$ cat src/rtl/led_trail_pwm_pkg.sv
// Shared constants and helpers for the LED trail PWM display stage.
// Also imported by the testbench so both sides use the same one-hot test.
package led_trail_pkg;

  localparam int DEF_PWM_BITS = 4;
  localparam int DEF_DECAY    = 4;
  localparam int DEF_MAX      = (1 << DEF_PWM_BITS) - 1;

  // True when exactly one bit of v is set.
  function automatic logic is_onehot8(input logic [7:0] v);
    return (v != 8'h00) && ((v & (v - 8'd1)) == 8'h00);
  endfunction

endpackage

$ cat src/rtl/led_trail_pwm_if.sv
// Port bundle between the position counter, the trail display and the LED pins.
// Also carries read-only debug views of the PWM counter and the per-LED levels.
interface led_trail_pwm_if
  import led_trail_pkg::*;
#(
  parameter int PWM_BITS = DEF_PWM_BITS
);

  // step is a single-cycle strobe with no ready: the slave samples pos on every
  // rising edge where step=1 and always accepts it, so back-to-back strobes are legal.
  logic [7:0]                 pos;
  logic                       step;
  logic [7:0]                 led;
  logic                       dir;
  logic                       pos_err;
  logic [PWM_BITS-1:0]        dbg_pwm_cnt;
  logic [7:0][PWM_BITS-1:0]   dbg_level;

  modport master (
    output pos, step,
    input  led, dir, pos_err, dbg_pwm_cnt, dbg_level
  );

  modport slave (
    input  pos, step,
    output led, dir, pos_err, dbg_pwm_cnt, dbg_level
  );

endinterface

$ cat src/rtl/led_trail_pwm_cell.sv
// One LED of the trail: brightness register with saturating decay, and the
// PWM comparator feeding a registered LED output.
module trail_cell
  import led_trail_pkg::*;
#(
  parameter int PWM_BITS = DEF_PWM_BITS,
  parameter int DECAY    = DEF_DECAY
) (
  input  logic                clk,
  input  logic                reset,
  input  logic                load,
  input  logic                decay_en,
  input  logic [PWM_BITS-1:0] pwm_cnt,
  output logic [PWM_BITS-1:0] level,
  output logic                led
);

  localparam logic [PWM_BITS-1:0] MAX_LVL = '1;
  localparam logic [PWM_BITS-1:0] DEC     = PWM_BITS'(DECAY);

  always_ff @(posedge clk) begin
    if (reset) begin
      level <= '0;
      led   <= 1'b0;
    end else begin
      if (load) begin
        level <= MAX_LVL;
      end else if (decay_en) begin
        level <= (level > DEC) ? (level - DEC) : '0;
      end
      // Compares the current level, so a new level shows up one edge later.
      led <= (level > pwm_cnt);
    end
  end

endmodule

$ cat src/rtl/led_trail_pwm.sv
// Turns the one-hot bouncing position into eight PWM LEDs with a fading trail,
// tracks sweep direction and latches a sticky error on malformed positions.
module led_trail_pwm
  import led_trail_pkg::*;
#(
  parameter int PWM_BITS = DEF_PWM_BITS,
  parameter int DECAY    = DEF_DECAY
) (
  input  logic            clk,
  input  logic            reset,
  led_trail_pwm_if.slave  bus
);

  localparam logic [PWM_BITS-1:0] MAX_LVL = '1;

  logic [PWM_BITS-1:0]       pwm_cnt;
  logic [7:0]                prev_pos;
  logic                      dir;
  logic                      pos_err;
  logic                      onehot;
  logic                      valid;
  logic [7:0]                load;
  logic [7:0]                decay_en;
  logic [7:0]                led_w;
  logic [7:0][PWM_BITS-1:0]  lvl;

  // Free-running period of MAX_LVL cycles: counts 0..MAX_LVL-1.
  always_ff @(posedge clk) begin
    if (reset) begin
      pwm_cnt <= '0;
    end else if (pwm_cnt == MAX_LVL - 1'b1) begin
      pwm_cnt <= '0;
    end else begin
      pwm_cnt <= pwm_cnt + 1'b1;
    end
  end

  always_comb begin
    onehot   = is_onehot8(bus.pos);
    valid    = bus.step & onehot;
    load     = valid ? bus.pos : 8'h00;
    decay_en = bus.step ? ~load : 8'h00;
  end

  // A repeated or jumping position leaves dir unchanged.
  always_ff @(posedge clk) begin
    if (reset) begin
      prev_pos <= 8'h01;
      dir      <= 1'b1;
      pos_err  <= 1'b0;
    end else begin
      if (valid) begin
        if (bus.pos == (prev_pos << 1)) begin
          dir <= 1'b1;
        end else if (bus.pos == (prev_pos >> 1)) begin
          dir <= 1'b0;
        end
        prev_pos <= bus.pos;
      end
      if (bus.step && !onehot) begin
        pos_err <= 1'b1;
      end
    end
  end

  for (genvar i = 0; i < 8; i++) begin : g_cell
    trail_cell #(
      .PWM_BITS (PWM_BITS),
      .DECAY    (DECAY)
    ) u_cell (
      .clk      (clk),
      .reset    (reset),
      .load     (load[i]),
      .decay_en (decay_en[i]),
      .pwm_cnt  (pwm_cnt),
      .level    (lvl[i]),
      .led      (led_w[i])
    );
  end

  assign bus.led         = led_w;
  assign bus.dir         = dir;
  assign bus.pos_err     = pos_err;
  assign bus.dbg_pwm_cnt = pwm_cnt;
  assign bus.dbg_level   = lvl;

endmodule

$ cat src/flat_wrapper.sv
// flat-port wrapper written by rule: the top's interface ports become plain ports
module led_trail_pwm_flat import led_trail_pkg::*;
#(
  parameter int PWM_BITS = DEF_PWM_BITS,
  parameter int DECAY    = DEF_DECAY
)
  (clk, reset, bus_pos, bus_step, bus_led, bus_dir, bus_pos_err, bus_dbg_pwm_cnt, bus_dbg_level);
  led_trail_pwm_if #(.PWM_BITS(PWM_BITS)) bus_i ();
  input  logic clk;
  input  logic reset;
  input wire logic [$bits(bus_i.pos)-1:0] bus_pos;
  input wire logic [$bits(bus_i.step)-1:0] bus_step;
  output wire logic [$bits(bus_i.led)-1:0] bus_led;
  output wire logic [$bits(bus_i.dir)-1:0] bus_dir;
  output wire logic [$bits(bus_i.pos_err)-1:0] bus_pos_err;
  output wire logic [$bits(bus_i.dbg_pwm_cnt)-1:0] bus_dbg_pwm_cnt;
  output wire logic [$bits(bus_i.dbg_level)-1:0] bus_dbg_level;
  assign bus_i.pos = bus_pos;
  assign bus_i.step = bus_step;
  assign bus_led = bus_i.led;
  assign bus_dir = bus_i.dir;
  assign bus_pos_err = bus_i.pos_err;
  assign bus_dbg_pwm_cnt = bus_i.dbg_pwm_cnt;
  assign bus_dbg_level = bus_i.dbg_level;
  led_trail_pwm #(.PWM_BITS(PWM_BITS), .DECAY(DECAY)) u_core (.clk(clk), .reset(reset), .bus(bus_i));
endmodule
$ cat config.mk
export PLATFORM = sky130hd
export DESIGN_NAME = led_trail_pwm_flat
export DESIGN_NICKNAME = d
export VERILOG_FILES = /design/src/rtl/led_trail_pwm_pkg.sv /design/src/rtl/led_trail_pwm_if.sv /design/src/rtl/led_trail_pwm_cell.sv /design/src/rtl/led_trail_pwm.sv /design/src/flat_wrapper.sv
export SDC_FILE = /design/constraint.sdc
export NUM_CORES = 1
export LEC_CHECK = 0
export CORE_AREA = 2 2 112 71
export DETAILED_ROUTE_END_ITERATION = 12
export DIE_AREA = 0 0 114 73
export HOLD_SLACK_MARGIN = 0.05
export PLACE_DENSITY = 0.66
export RECOVER_POWER = 50
export SLEW_MARGIN = 20
export SYNTH_ARGS = -nofsm -noshare
export SYNTH_HDL_FRONTEND = slang
export SYNTH_HIERARCHICAL = 1
export SYNTH_SLANG_ARGS = --single-unit
$ cat constraint.sdc
create_clock -name clk -period 3.55 [get_ports clk]
set_input_delay 0.71 -clock clk [delete_from_list [all_inputs] [get_ports clk]]
set_output_delay 0.71 -clock clk [all_outputs]
set_load 0.02 [all_outputs]
# == Yosys cells after proc, flatten, opt, wreduce, memory -nomap -nowiden ==
# Index checks and enable logic that the tools add are counted.
# word_totals
register_bits,54
wordCells,96
out_inout_bits,46
# op_classes
eq_ne,3
addsub,10
reduce_logical,16
magnitude_cmp,16
n_bitwise,3
n_mux,28
# ops
op,count
4-bit two-way mux,24
4-bit by 3-bit > comparator with 1-bit output (second input constant),8
4-bit > comparator,8
4-bit by 3-bit subtractor with 4-bit output (second input constant),8
2-bit nonzero test,9
8-bit two-way mux,2
8-bit bitwise AND,1
8-bit by 7-bit equality test with 1-bit output,1
8-bit equality test,1
8-bit logical NOT,1
8-bit NOT,1
8-bit nonzero test,1
8-bit by 1-bit subtractor with 8-bit output (second input constant),1
4-bit by 1-bit adder with 4-bit output (second input constant),1
4-bit equality test (second input constant),1
1-bit logical AND,2
1-bit two-way mux,2
2-bit AND reduction,1
2-bit OR reduction,1
1-bit bitwise AND,1
1-bit logical NOT,1

# == Depth between registers and ports, before layout ==
# Gate-level depths: netlist of the first run.
# logic_depth
depth_word,10
ltp_mapped,10
depth_no_buf,8

# == Modules after synthesis ==
# The synthesis of the first run kept the hierarchy.
# modules_own_cells
module,area_per_inst_um2,instances,cells_each,seq_area_each_um2
trail_cell,270.3,8,31,80.1
led_trail_pwm,1039.7,1,120,280.3

# == Worst setup path after synthesis of the first run ==
# OpenSTA, ideal clock, no wires.
# synth_path
path_type,input port to flip-flop
start,in bus_pos[3]
end,reg u_core.g_cell[1].u_cell.level[3]
setup_slack_ns,1.228
setup_time_ns,0.070
required_ns,3.480
t_arrival_ns,2.253
cell_stages,10
cell_sequence,buf_4 -> a211oi_1 -> nor2_1 -> or3_4 -> a21boi_2 -> buf_6 -> buf_6 -> and2_1 -> a21oi_1 -> a21oi_1
# synth_between
elab_chain_cells,9
word_cells_on_any_way,11
# synth_lines
item,line_no,source
"start, declared",flat_wrapper.sv:11,input wire logic [$bits(bus_i.pos)-1:0] bus_pos;
8-bit by 1-bit subtractor with 8-bit output,led_trail_pwm_pkg.sv:11,return (v != 8'h00) && ((v & (v - 8'd1)) == 8'h00);
8-bit bitwise AND,led_trail_pwm_pkg.sv:11,
8-bit logical NOT,led_trail_pwm_pkg.sv:11,
1-bit logical AND (*),led_trail_pwm_pkg.sv:11,
1-bit bitwise AND (*),led_trail_pwm.sv:40,valid = bus.step & onehot;
8-bit two-way mux (*),led_trail_pwm.sv:41,load = valid ? bus.pos : 8'h00;
named net u_core.load[1],led_trail_pwm.sv:22,logic [7:0] load;
8-bit NOT,led_trail_pwm.sv:42,decay_en = bus.step ? ~load : 8'h00;
8-bit two-way mux,led_trail_pwm.sv:42,
2-bit nonzero test (no line),--,
"end signal, assigned",led_trail_pwm_cell.sv:29,level <= (level > DEC) ? (level - DEC) : '0;
"end, declared",led_trail_pwm_cell.sv:14,"output logic [PWM_BITS-1:0] level,"
# The timed path passes the listed nets; every way through them passes the cells marked *.
# A chain may end at the register's enable or synchronous reset.

==> out/qor.txt, run 1 <==
vias in the first global route -> 2472
WP data arrival -> 3.18 ns
fin crit share -> 84.5%
top-count cell post-synth -> a21oi_1
Remaining DRCs -> 0
clk root buf -> clkbuf_16
Main synth FF type -> dfxtp_1
post-synth top area share -> 28.8%
EDFF count, synth -> 0
post-synthesis mux area share -> 6.57%
Layout area overhead -> 23.2%
cells after synthesis -> 368
fraction of registers with async set/reset -> 0%
post-synthesis sequential area ratio -> 28.8%
area share of xor/xnor cells in the synthesized design -> 3.83%
CTS Buf Count -> 5
die height -> 73 um
combinational family with the most area after synthesis -> compound AO/OA/AOI/OAI gates
Hold WC Path Type -> register to register
Die Wd -> 114 um
Ys Warns -> 6
Crit Path Max Fanout -> 53
slowest stage cell, crit path -> clkbuf_1
Starting DRT DRC Count -> 122
starting density of the core -> 43.0%
PwrDens -> 316 nW/um^2
FP Rows -> 25
Pleak -> 1.56 nW
endpoint class of the critical path -> register
final core utilization -> 53.0%
Routability Congestion -> 0.819
dpl hpwl -> 5250 um
diodes inserted -> 0
RSZ-0062 raised after global routing -> false
Startpoint Class -> input port
Syn Nets -> 421
largest cells by area after synthesis -> dfxtp_1, ha_1, a21oi_1
setup tns final -> 0 ns
clock latency on the worst-skew pair -> 0.30 ns
global-route wire length before repair -> 12000 um
Seq cells post-synth -> 46
CTS clk-pin slew, worst paths -> 0.06 ns
critical path data required time -> 3.73 ns
num ports -> 57
status -> finished, violations left
synthesized area -> 3200 um^2
share of cells above drive strength 1 -> 6.43%
mean area per synthesized cell -> 8.70 um^2
Setup violations, final -> 0
vias -> 2683
H-Tree Depth -> 2
cell-by-cell trace of the critical path -> clkdlybuf4s50_1, clkbuf_1, nand2b_1, mux2i_1
Routed wire per std cell -> 13.9 um
post-route cell area -> 3940 um^2
failing checks -> capacitance limit, slew limit
Setup CP Type -> input port to register
Vias/cell -> 5.22
GRT overflow -> 0
Final ANT Viol Nets -> 0
placed insts -> 506
critical path's largest stage delay -> 1.59 ns
fin. max-slew vios -> 54
fillers -> 742
CTS tree -> done
Fin. Hold Viols -> 0
initial antenna violation count -> 0
Synth Area in Compound Gates -> 18.3%
count of cell types in the netlist -> 36
post-CTS resize count -> 0
WL final -> 7150 um
GRT Overall Usage -> 18.3%
Final Skew -> 0.00749 ns
post-place instance area -> 3800 um^2
FMAX -> 0.333 GHz
die area -> 8320 um^2
PortBufs -> 56
area leader, netlist -> dfxtp_1
nets -> 472
Hold Worst Slack -> 0.490 ns
fraction of the mapped netlist area in simple logic gates -> 15.1%
largest net degree at the start of global routing -> 54
Post-CTS Hold Fix Bufs -> 0
Initial DRT Pass Iterations -> 4
adder-cell share of the synthesized area -> 16.4%
CTS sink cnt -> 46
Max VDD drop -> 0.193 mV
Post-CTS Setup Repair Bufs -> 0
Period minus WS final -> 3.00 ns
relative slew slack -> -46.0%
most instantiated cells after synthesis -> a21oi_1, inv_1, dfxtp_1
worst slew pin tran -> 2.19 ns
Max-Cap Viols -> 1
clock buffer depth -> 2
core footprint -> 7440 um^2
Cell Count, Final, Fillers Out -> 514
-- stage by stage --
| step | setup WS [ns] | total power [mW] |
|---|---|---|
| 2_1_floorplan | 1.23 | 0.696 |
| 3_3_place_gp | 0.538 | 0.773 |
| 3_5_place_dp | 0.499 | 0.777 |
| 4_1_cts | 0.809 | 1.27 |
| 5_1_grt | 0.310 | 1.31 |
| 6_report | 0.549 | 1.25 |
-- path summary, 6_finish.rpt --
check	slack (ns)	start	end	depth (start not counted)
hold / removal	0.49	u_core/bus.pos_err	u_core/bus.pos_err	2
setup / recovery	0.55	reset	u_core/prev_pos[7]	4
hold reg to reg	0.49	u_core/bus.pos_err	u_core/bus.pos_err	2
setup reg to reg	2.10	u_core/bus.dbg_pwm_cnt[3]	u_core/g_cell[6].u_cell/led	5
-- cell usage in the layout (no fill, tap or decap), drive strengths merged, types with 5 or more instances in the layout --
cell type      instances
nand3b                 8
nand2b                14
o31ai                  8
nand3                  8
buf                    6
a41o                   8
mux2                   8
a21boi                 5
nor2                  11
xnor2                  6
inv                   58
ha                    42
nor2b                  8
mux2i                  9
clkbuf                 7
nand4b                 5
dfxtp                 46
clkdlybuf4s50         22
o211ai                 8
dlygate4sd3           34
xor2                   8
and2                  12
a21oi                 60
-- worst max-delay path: cells and delay by family --
family | cells | cell delay, ns
buffers and inverters | 2 | 2.13
muxes | 1 | 0.08
and+or+nand+nor | 1 | 0.24
-- metal layers --
metal  GRT usage (%)  vias to the layer above  wire length (um)
li1                -                     1370                 -
met3            4.15                        8               313
met5               0                        -                 0
met1            27.1                     1245              3950
met4            5.42                        0                78
met2            26.3                       60              2800
-- state kept, by name, summed over array words and instances (netlist names) --
signal / count
u_core/bus.dbg_pwm_cnt: 4
u_core/bus.dir: 1
u_core/bus.pos_err: 1
u_core/g_cell.u_cell/led: 8
u_core/g_cell.u_cell/level: 24
u_core/prev_pos: 8
-- power by group --
part / leakage (nW) / switching (mW) / internal [mW]
registers: 0.373 / 0.00905 / 0.533
logic: 1.12 / 0.120 / 0.0980
clock network: 0.0729 / 0.208 / 0.279
total: 1.56 / 0.337 / 0.910
-- final cells by class --
cell class / count / area (um^2) / share of cell area (%)
Timing Repair Buffer: 63 / 609 / 15.5
Multi-Input combinational cell: 245 / 1930 / 48.9
Clock inverter: 2 / 12.5 / 0.317
Inverter: 58 / 218 / 5.52
Clock buffer: 6 / 139 / 3.52
Tap cell: 94 / 118 / 2.98
Sequential cell: 46 / 921 / 23.4
-- kinds of logic after synthesis --
family / Yosys count
compound gates: 95
simple gates: 77
fa+ha+maj: 42
buf+inv: 77
xor+xnor: 14
flops: 46
mux: 17
Power figures use the tool's default switching activity.
==> inputs of run 2 (changes only) <==
PLACE_DENSITY = 0.68   (was 0.66)
clock period = 2.4 ns   (was 3.55 ns; I/O delays follow)
==> run 2 against run 1 <==
Against the previous run: the run now ends clean; wire length rose by 6.3%; combinational power grew 59%; critical path depth up 5; first-iteration DRC count rose by 8.2%; sequential share of layout area shrank 0.95 points; flip-flop and latch count is the same; setup slack got worse by 0.44 ns; register-to-register slack got worse by 1.5 ns; non-clock buffer count grew 21; clock power rose by 46%; via count rose by 4.8%; clock-buffer cell count unchanged.
==> out/qor.txt, run 2 (synthesis results as in run 1) <==
status -> complete, no violations
Crit Path Max Fanout -> 6 (-89%)
cell-by-cell trace of the critical path -> clkdlybuf4s50_1, nor2_1, nand4b_1, and4_4, nand2_1, a21boi_0, inv_1, o31ai_1, a21oi_1
Starting DRT DRC Count -> 132 (+8.2%)
Final Skew -> 0.00215 ns (-0.00534 ns)
Routability Congestion -> 0.919 (+12%)
endpoint class of the critical path -> register
core footprint -> 7440 um^2 (unchanged)
relative slew slack -> 54.0% (+100 points)
CTS tree -> done
Period minus WS final -> 2.29 ns
Max VDD drop -> 0.252 mV (+31%)
Die Wd -> 114 um (unchanged)
Final ANT Viol Nets -> 0 (unchanged)
RSZ-0062 raised after global routing -> true
Startpoint Class -> input port
num ports -> 57 (unchanged)
vias in the first global route -> 2661 (+7.6%)
worst slew pin tran -> 0.691 ns (-1.50 ns)
Remaining DRCs -> 0 (unchanged)
Largest register FFs -> 24 (unchanged)
fin crit share -> 95.5%
dpl hpwl -> 5620 um (+7.0%)
die area -> 8320 um^2 (unchanged)
share of cells above drive strength 1 -> 10.9% (+4.5 points)
PortBufs -> 56 (unchanged)
Setup violations, final -> 0 (unchanged)
PwrDens -> 453 nW/um^2 (+43%)
initial antenna violation count -> 0 (unchanged)
largest net degree at the start of global routing -> 29 (-46%)
GRT overflow -> 0 (unchanged)
most common cell after layout, fill and taps aside -> a21oi_1
CTS sink cnt -> 46 (unchanged)
Fin. Hold Viols -> 0 (unchanged)
global-route wire length before repair -> 12700 um (+5.8%)
register-to-register setup slack -> 0.61 ns (-1.49 ns)
vias -> 2811 (+4.8%)
worst slack at placement -> -0.253 ns (-0.753 ns)
Pleak -> 1.68 nW (+7.7%)
Layout area overhead -> 28.4%
Biggest register -> u_core/g_cell.u_cell/level
clock latency on the worst-skew pair -> 0.28 ns (-0.02 ns)
CTS clk-pin slew, worst paths -> 0.06 ns (about the same)
starting density of the core -> 43.0% (unchanged)
Crit path buffers/inverters -> 2 (unchanged)
Vias/cell -> 5.25 (+0.66%)
Regs by FF count -> u_core/g_cell.u_cell/level x24, u_core/g_cell.u_cell/led x8, u_core/prev_pos x8
worst setup margin -> 0.109 ns (-0.439 ns)
largest delay contributor family on the critical path -> buffers and inverters
critical path's largest stage delay -> 0.58 ns (-1.01 ns)
Setup CP Type -> input port to register
CTS Buf Count -> 5 (unchanged)
commonest non-fill, non-tap cells in the layout -> a21oi_1, inv_1, dfxtp_1
FP Rows -> 25 (unchanged)
die height -> 73 um (unchanged)
critical path data required time -> 2.57 ns (-1.16 ns)
nets -> 493 (+4.4%)
post-place instance area -> 3950 um^2 (+4.0%)
fin. max-slew vios -> 0 (-100%)
WL final -> 7600 um (+6.3%)
slowest stage cell, crit path -> clkdlybuf4s50_1
Max-Cap Viols -> 0 (-1)
FMAX -> 0.437 GHz
diodes inserted -> 0 (unchanged)
post-route cell area -> 4110 um^2 (+4.3%)
Routed wire per std cell -> 14.2 um (+2.2%)
Hold WC Path Type -> register to register
H-Tree Depth -> 2 (unchanged)
GRT Overall Usage -> 19.0% (+0.71 points)
clock buffer depth -> 2 (unchanged)
Hold Worst Slack -> 0.498 ns (+0.00829 ns)
fillers -> 676 (-8.9%)
WP data arrival -> 2.46 ns (-0.72 ns)
Initial DRT Pass Iterations -> 4 (unchanged)
clk root buf -> clkbuf_16
[run 2: cell types whose count changed in the layout (fill, tap and decap cells not counted), sizes merged]
| cell | before | now |
|---|---|---|
| buf | 6 | 27 |
| clkdlybuf4s50 | 22 | 23 |
| dlygate4sd3 | 34 | 29 |
| dlymetal6s2s | 0 | 4 |
[run 2: path summary, 6_finish.rpt]
path                                                 from                                to  cells after the start
worst max-delay path                           bus_pos[6]  u_core/g_cell[4].u_cell/level[0]                      9
worst min-delay path                   u_core/bus.pos_err                u_core/bus.pos_err                      2
worst max register to register  u_core/bus.dbg_pwm_cnt[1]       u_core/g_cell[1].u_cell/led                      6
worst min register to register         u_core/bus.pos_err                u_core/bus.pos_err                      2
[run 2: area by class of cell]
cell class / instances / area (um^2) / area share, %
inverters: 58 / 218 / 5.30
clock buffers: 6 / 139 / 3.38
multi-input cells: 245 / 1930 / 46.9
repair buffers: 84 / 777 / 18.9
clock inverters: 2 / 12.5 / 0.304
flip-flops and latches: 46 / 921 / 22.4
well taps: 94 / 118 / 2.86
[run 2: worst reg2reg max path: cells and delay by family, from the launching register on]
kind	cells	cell delay, ns
compound gates	2	0.24
flops	1	0.32
fa+ha+maj	1	0.33
buf+inv	2	0.65
simple gates	1	0.13
[run 2: metrics by stage]
stage	utilization, %	total power, mW	instances	setup TNS (ns)
2_1_floorplan	-	1.03	368	0
3_3_place_gp	53.0	1.16	526	-4.29
3_5_place_dp	53.0	1.17	526	-5.41
4_1_cts	55.0	1.88	534	0
5_1_grt	55.2	1.94	535	-0.121
6_report	55.2	1.86	535	0
[run 2: per-layer routing]
layer	share of wire [%]	global-route usage [%]	vias up
met4	0.61	4.07	0
met5	0	0	-
met1	51	27.1	1326
met2	43	30.3	64
li1	-	-	1417
met3	5.3	3.24	4
[run 2: where the power goes]
part           leakage (nW)  switching (mW)  internal, mW
Combinational          1.24           0.186         0.161
Clock                0.0729           0.300         0.413
Sequential            0.373          0.0126         0.788
Total                  1.68           0.498          1.36
[run 2: timing repair]
item                                    in CTS  in global routing
buffers inserted                             0                  1
endpoints found under the setup margin       0                 29
gates resized for setup                      0                  4
hold buffers                                 0                  0
